$ cat src/rtl/sprite_plotter_pkg.sv
// Shared sprite/screen geometry, coordinate widths and plotter FSM states.
// Pure declarations; no latency or flow control of its own.
// Imported by the plotter top and its pixel scanner.
package sprite_plotter_pkg;

    localparam int SPRITE_W      = 40;
    localparam int SPRITE_H      = 40;
    localparam int SCREEN_W      = 160;
    localparam int SCREEN_H      = 120;
    localparam int COLOUR_W      = 3;
    localparam int X_W           = 8;
    localparam int Y_W           = 7;
    localparam int SPRITE_ADDR_W = 11;
    localparam int CNT_W         = 6;

    typedef enum logic [1:0] {
        IDLE,
        DRAW,
        FLUSH,
        DONE
    } state_t;

endpackage

$ cat src/rtl/sprite_pixel_scanner.sv
// Raster-order col/row counters plus linear sprite ROM address.
// Latency: address/col/row registered, advance one pixel per enabled cycle.
// Backpressure: none; holds on the last pixel until cleared.
module sprite_pixel_scanner
    import sprite_plotter_pkg::*;
(
    input  logic                     clk,
    input  logic                     rst,
    input  logic                     clr,
    input  logic                     en,
    output logic [CNT_W-1:0]         col,
    output logic [CNT_W-1:0]         row,
    output logic [SPRITE_ADDR_W-1:0] addr,
    output logic                     last
);

    logic col_wrap;

    assign col_wrap = (col == CNT_W'(SPRITE_W - 1));
    assign last     = col_wrap && (row == CNT_W'(SPRITE_H - 1));

    always_ff @(posedge clk or posedge rst) begin
        if (rst) begin
            col  <= '0;
            row  <= '0;
            addr <= '0;
        end else if (clr) begin
            col  <= '0;
            row  <= '0;
            addr <= '0;
        end else if (en && !last) begin
            addr <= addr + 1'b1;
            if (col_wrap) begin
                col <= '0;
                row <= row + 1'b1;
            end else begin
                col <= col + 1'b1;
            end
        end
    end

endmodule

$ cat config.mk
export PLATFORM = sky130hd
export DESIGN_NAME = sprite_pixel_scanner
export DESIGN_NICKNAME = d
export VERILOG_FILES = /design/src/rtl/sprite_plotter_pkg.sv /design/src/rtl/sprite_pixel_scanner.sv
export SDC_FILE = /design/constraint.sdc
export NUM_CORES = 1
export LEC_CHECK = 0
export CAP_MARGIN = 40
export CORE_MARGIN = 4
export CORE_UTILIZATION = 30
export CTS_CLUSTER_DIAMETER = 50
export DETAILED_ROUTE_END_ITERATION = 10
export SLEW_MARGIN = 20
export SYNTH_ARGS = -nofsm -noshare
export SYNTH_HDL_FRONTEND = slang
export SYNTH_SLANG_ARGS = --single-unit
$ cat constraint.sdc
create_clock -name clk -period 3.8 [get_ports clk]
set_input_delay 0.95 -clock clk [delete_from_list [all_inputs] [get_ports clk]]
set_output_delay 0.95 -clock clk [all_outputs]
set_load 0.1 [all_outputs]
[Yosys cells after proc, flatten, opt, wreduce, memory -nomap -nowiden]
Index checks and enable logic that the tools add are counted.
Storage, ports and cells
  input port bits: 4
  output and inout port bits: 24
  bits in registers: 23
Cells by class
  $add $sub $neg: 3
  reductions and logical operators: 6
  equality and inequality tests: 2
  muxes and demuxes: 8
Operator list (count)
  2-to-1 mux 6 bit: 6
  2-to-1 mux 11 bit: 2
  adder 6 x 1 -> 6 bit (second input constant): 2
  == test 6 bit (second input constant): 2
  adder 11 x 1 -> 11 bit (second input constant): 1
  nonzero test 2 bit: 2
  logical AND 1 bit: 2
  AND reduction 2 bit: 1
  logical NOT 1 bit: 1

[Logic depth before layout (Yosys ltp)]
  depth after elaboration: 6
  mapped depth: 7

[Least setup slack after synthesis]
No wires, ideal clock.
  path kind: reg-to-output
  start point: register col[0]
  end point: output last
  cell stages (with the launch flop): 6
  arrival time: 2.222 ns
  required time: 2.850 ns
  setup slack: 0.628 ns
  cells stage by stage: dfrtp_1 > ha_1 > and4bb_4 > and4b_4 > buf_6 > buf_4
Between the ends
  word-level cells in the longest chain between the ends: 2
RTL lines
  start, declared: line sprite_pixel_scanner.sv:11  | output logic [CNT_W-1:0] col,
  start signal, assigned: line sprite_pixel_scanner.sv:37  | col <= col + 1'b1;
  == test 6 bit: line sprite_pixel_scanner.sv:19  | assign col_wrap = (col == CNT_W'(SPRITE_W - 1));
  logical AND 1 bit: line sprite_pixel_scanner.sv:20  | assign last = col_wrap && (row == CNT_W'(SPRITE_H - 1));
  end, declared: line sprite_pixel_scanner.sv:14  | output logic last
Every way passes these cells.

[Worst setup path after layout]
Ends and elaborated chain as after synthesis.

==> summary.md <==
| Metric | Value |
|---|---|
| Crit path required time | `~2.9 ns` |
| Seq cells post-synth | `23` |
| DRC Markers | `0` |
| Post-layout net count | `roughly 190` |
| Worst setup EP type | `primary output` |
| Antenna violations before repair | `0` |
| Post-route total power | `between 400 and 500 µW` |
| WP data arrival | `2.01 ns` |
| IO Port Bufs | `27` |
| Max_cap viols | `0` |
| Syn avg cell area | `9.66 µm²` |
| Crit-path max cell delay | `between 0.4 and 0.5 ns` |
| Worst slew pin tran | `0.550 ns` |
| Routability Congestion | `around 0.71` |
| Post-synthesis sequential area ratio | `0.448` |
| Worst Hold Class | `flip-flop to flip-flop` |
| Slew headroom | `0.632` |
| CP max FO | `20` |
| Post-layout min period | `2.96 ns` |
| Number of I/O pins | `28` |
| Hold-fix buffers at CTS | `0` |
| Vias in the first global route | `1116` |
| Max Root-Sink Buffers | `2` |
| CORE AREA | `about 4100 µm²` |
| Worst-path clk slew | `about 0.080 ns` |
| Die width | `around 73 µm` |
| Worst path cell trace | `ha_1 > and4bb_4 > and4b_4 > buf_4` |
| Via density | `slightly above 5` |
| Final Setup Violations | `0` |
| First-pass GRT wire length | `about 5300 µm` |
| Clk_skew | `0.00137 ns` |
| Gr ovfl total | `0` |
| Largest net degree at the start of global routing | `21` |
| Fin crit share | `0.779` |
| Share of cells above drive strength 1 | `0.197` |
| # H-tree levels | `1` |
| Yosys warning count | `0` |
| Wirelength per Cell | `~13 µm` |
| Detailed router's first-iteration violation count | `36` |
| Post-Syn Area | `around 1300 µm²` |
| Area growth, synth to finish | `50.8%` |
| Final core utilization | `0.478` |
| Gr usage total | `0.125` |
| TritonCTS clock tree | `built` |
| Cts repair resizes | `0` |
| Leakage | `0.000781 µW` |
| Post-synth top area cell | `dfrtp_1` |
| Fill cell total of the finished layout | `around 370` |
| Mapped Cells | `between 100 and 150` |
| Delay-heaviest family, CP | `simple AND/OR/NAND/NOR gates` |
| R2R Setup Slk | `approximately 1.7 ns` |
| Dpl hpwl | `around 2300 µm` |
| Net Count, Synth | `between 100 and 150` |
| Post-DRT Antenna Nets | `0` |
| Synth area leaders | `dfrtp_1 45%, nand4_1 4.9%, a21oi_1 4.7%` |
| CP max stage cell | `dfrtp_1` |
| Worst setup path category | `flip-flop to primary output` |
| N_diodes | `0` |
| Peak supply drop | `about 0.27 mV` |
| Setup TNS | `0 ns` |
| Std cell rows | `23` |
| Final WL | `3010 µm` |
| Status | `complete, no violations` |
| Routed vias | `roughly 1200` |
| Max frequency | `338 MHz` |
| Total clock sinks | `23` |
| Clk root buf | `clkbuf_8` |
| Setup Fix Bufs, Post-CTS | `0` |
| Pre-antenna DRT Iters | `4` |
| CTS buffer count | `3` |
| RSZ-0062 raised after global routing | `false` |
| Worst-Skew Late Latency | `roughly 0.26 ns` |
| Die ar. | `about 5400 µm²` |
| PD cells | `252 nW/µm²` |
| Unique masters post-synth | `35` |
| Share of the synthesized area in the top cell type | `0.448` |
| Fin. max-slew vios | `0` |
| Final Hold Viols | `0` |
| Initial Util | `0.317` |
| Worst Path Buf+Inv | `1` |
| Startpoint types | `flip-flop` |
| Die height | `between 70 and 80 µm` |
cells in the mapped netlist, drive strengths merged:
library cell,count
or4,4
nand4,10
xor2,2
nor3b,2
o31a,1
nor2,9
o31ai,3
mux2,3
a21oi,12
buf,3
a311oi,1
nand3,5
nor3,1
mux2i,3
and3,1
ha,3
and4b,2
nand2,5
o21ai,9
and4,1
or3,6
nor4,1
a211oi,1
and4bb,1
a41oi,1
dfrtp,23
o21ba,1
clkbuf,5
nor4bb,1
inv,1
nand2b,7
nor2b,5
through the flow:
stage                     hold WS, ns  instance area, µm²  setup slack (ns)  instances
after floorplan                 0.952                1280             0.628        133
after global placement          0.530                1570             0.995        202
after detailed placement        0.549                1890             0.952        224
after CTS                       0.560                1940             0.858        228
after global routing            0.593                1940             0.768        228
final                           0.556                1940             0.840        228
layer usage:
metal	wire [µm]	global-route usage	up-vias
met4	38	0.0423	0
met5	0	0	-
met2	1340	0.184	23
met1	1500	0.178	545
met3	134	0.0287	4
li1	-	-	590
worst register-to-register path: cells and delay by family, from the launching register on:
family	cells	cell delay [ns]
adders and majority gates	1	0.28
DFF	1	0.46
muxes	1	0.38
and+or+nand+nor	3	0.88
power by group:
| part | internal (µW) | leakage [µW] | switching, µW |
|---|---|---|---|
| clock | 74.9 | 0.0000228 | 80.5 |
| combinational | 28.3 | 0.000440 | 51.0 |
| sequential | 248 | 0.000318 | 5.91 |
logic make-up (layout without fill, tap and decap cells):
| kind of cell | after synthesis | count (layout) | share of synthesized area |
|---|---|---|---|
| flops | 23 | 23 | 0.448 |
| buf+inv | 9 | 54 | 0.0351 |
| mux | 6 | 6 | 0.0497 |
| compound gates | 29 | 29 | 0.133 |
| simple gates | 61 | 61 | 0.291 |
| fa+ha+maj | 3 | 3 | 0.0292 |
| xor+xnor | 2 | 2 | 0.0136 |
flip-flops by register name, indices dropped and copies added, names as in the netlist:
name	count
col	6
row	6
addr	11
cells in the final DEF (no fill, tap or decap), types with 4 or more instances in the layout:
| master | netlist | layout |
|---|---|---|
| buf_8 | 0 | 21 |
| o21ai_0 | 9 | 9 |
| nand4_1 | 10 | 10 |
| nand2_1 | 5 | 5 |
| nand3_1 | 5 | 5 |
| a21oi_1 | 12 | 12 |
| nor2_1 | 9 | 9 |
| or4_1 | 4 | 4 |
| or3_1 | 6 | 6 |
| nor2b_1 | 5 | 5 |
| dfrtp_1 | 23 | 23 |
| nand2b_1 | 7 | 7 |
| buf_4 | 1 | 4 |
| clkdlybuf4s50_1 | 0 | 23 |
path summary, 6_finish.rpt:
check	startpoint	endpoint	cells past startpoint
worst min-delay path	addr[10]	addr[10]	2
min in group asynchronous	rst	col[0]	2
max in group asynchronous	rst	col[3]	3
worst max register to register	col[0]	addr[0]	5
worst min register to register	addr[10]	addr[10]	2
worst max-delay path	col[0]	last	4
final cells by class:
| cell class | instances | area, µm² | share of cell area |
|---|---|---|---|
| multi-input combinational | 101 | 664 | 0.343 |
| timing repair buffer | 49 | 587 | 0.303 |
| sequential | 23 | 576 | 0.297 |
| tap | 50 | 62.6 | 0.0323 |
| clock buffer | 4 | 45.0 | 0.0232 |
| inverter | 1 | 3.75 | 0.00194 |
Power figures use the tool's default switching activity.
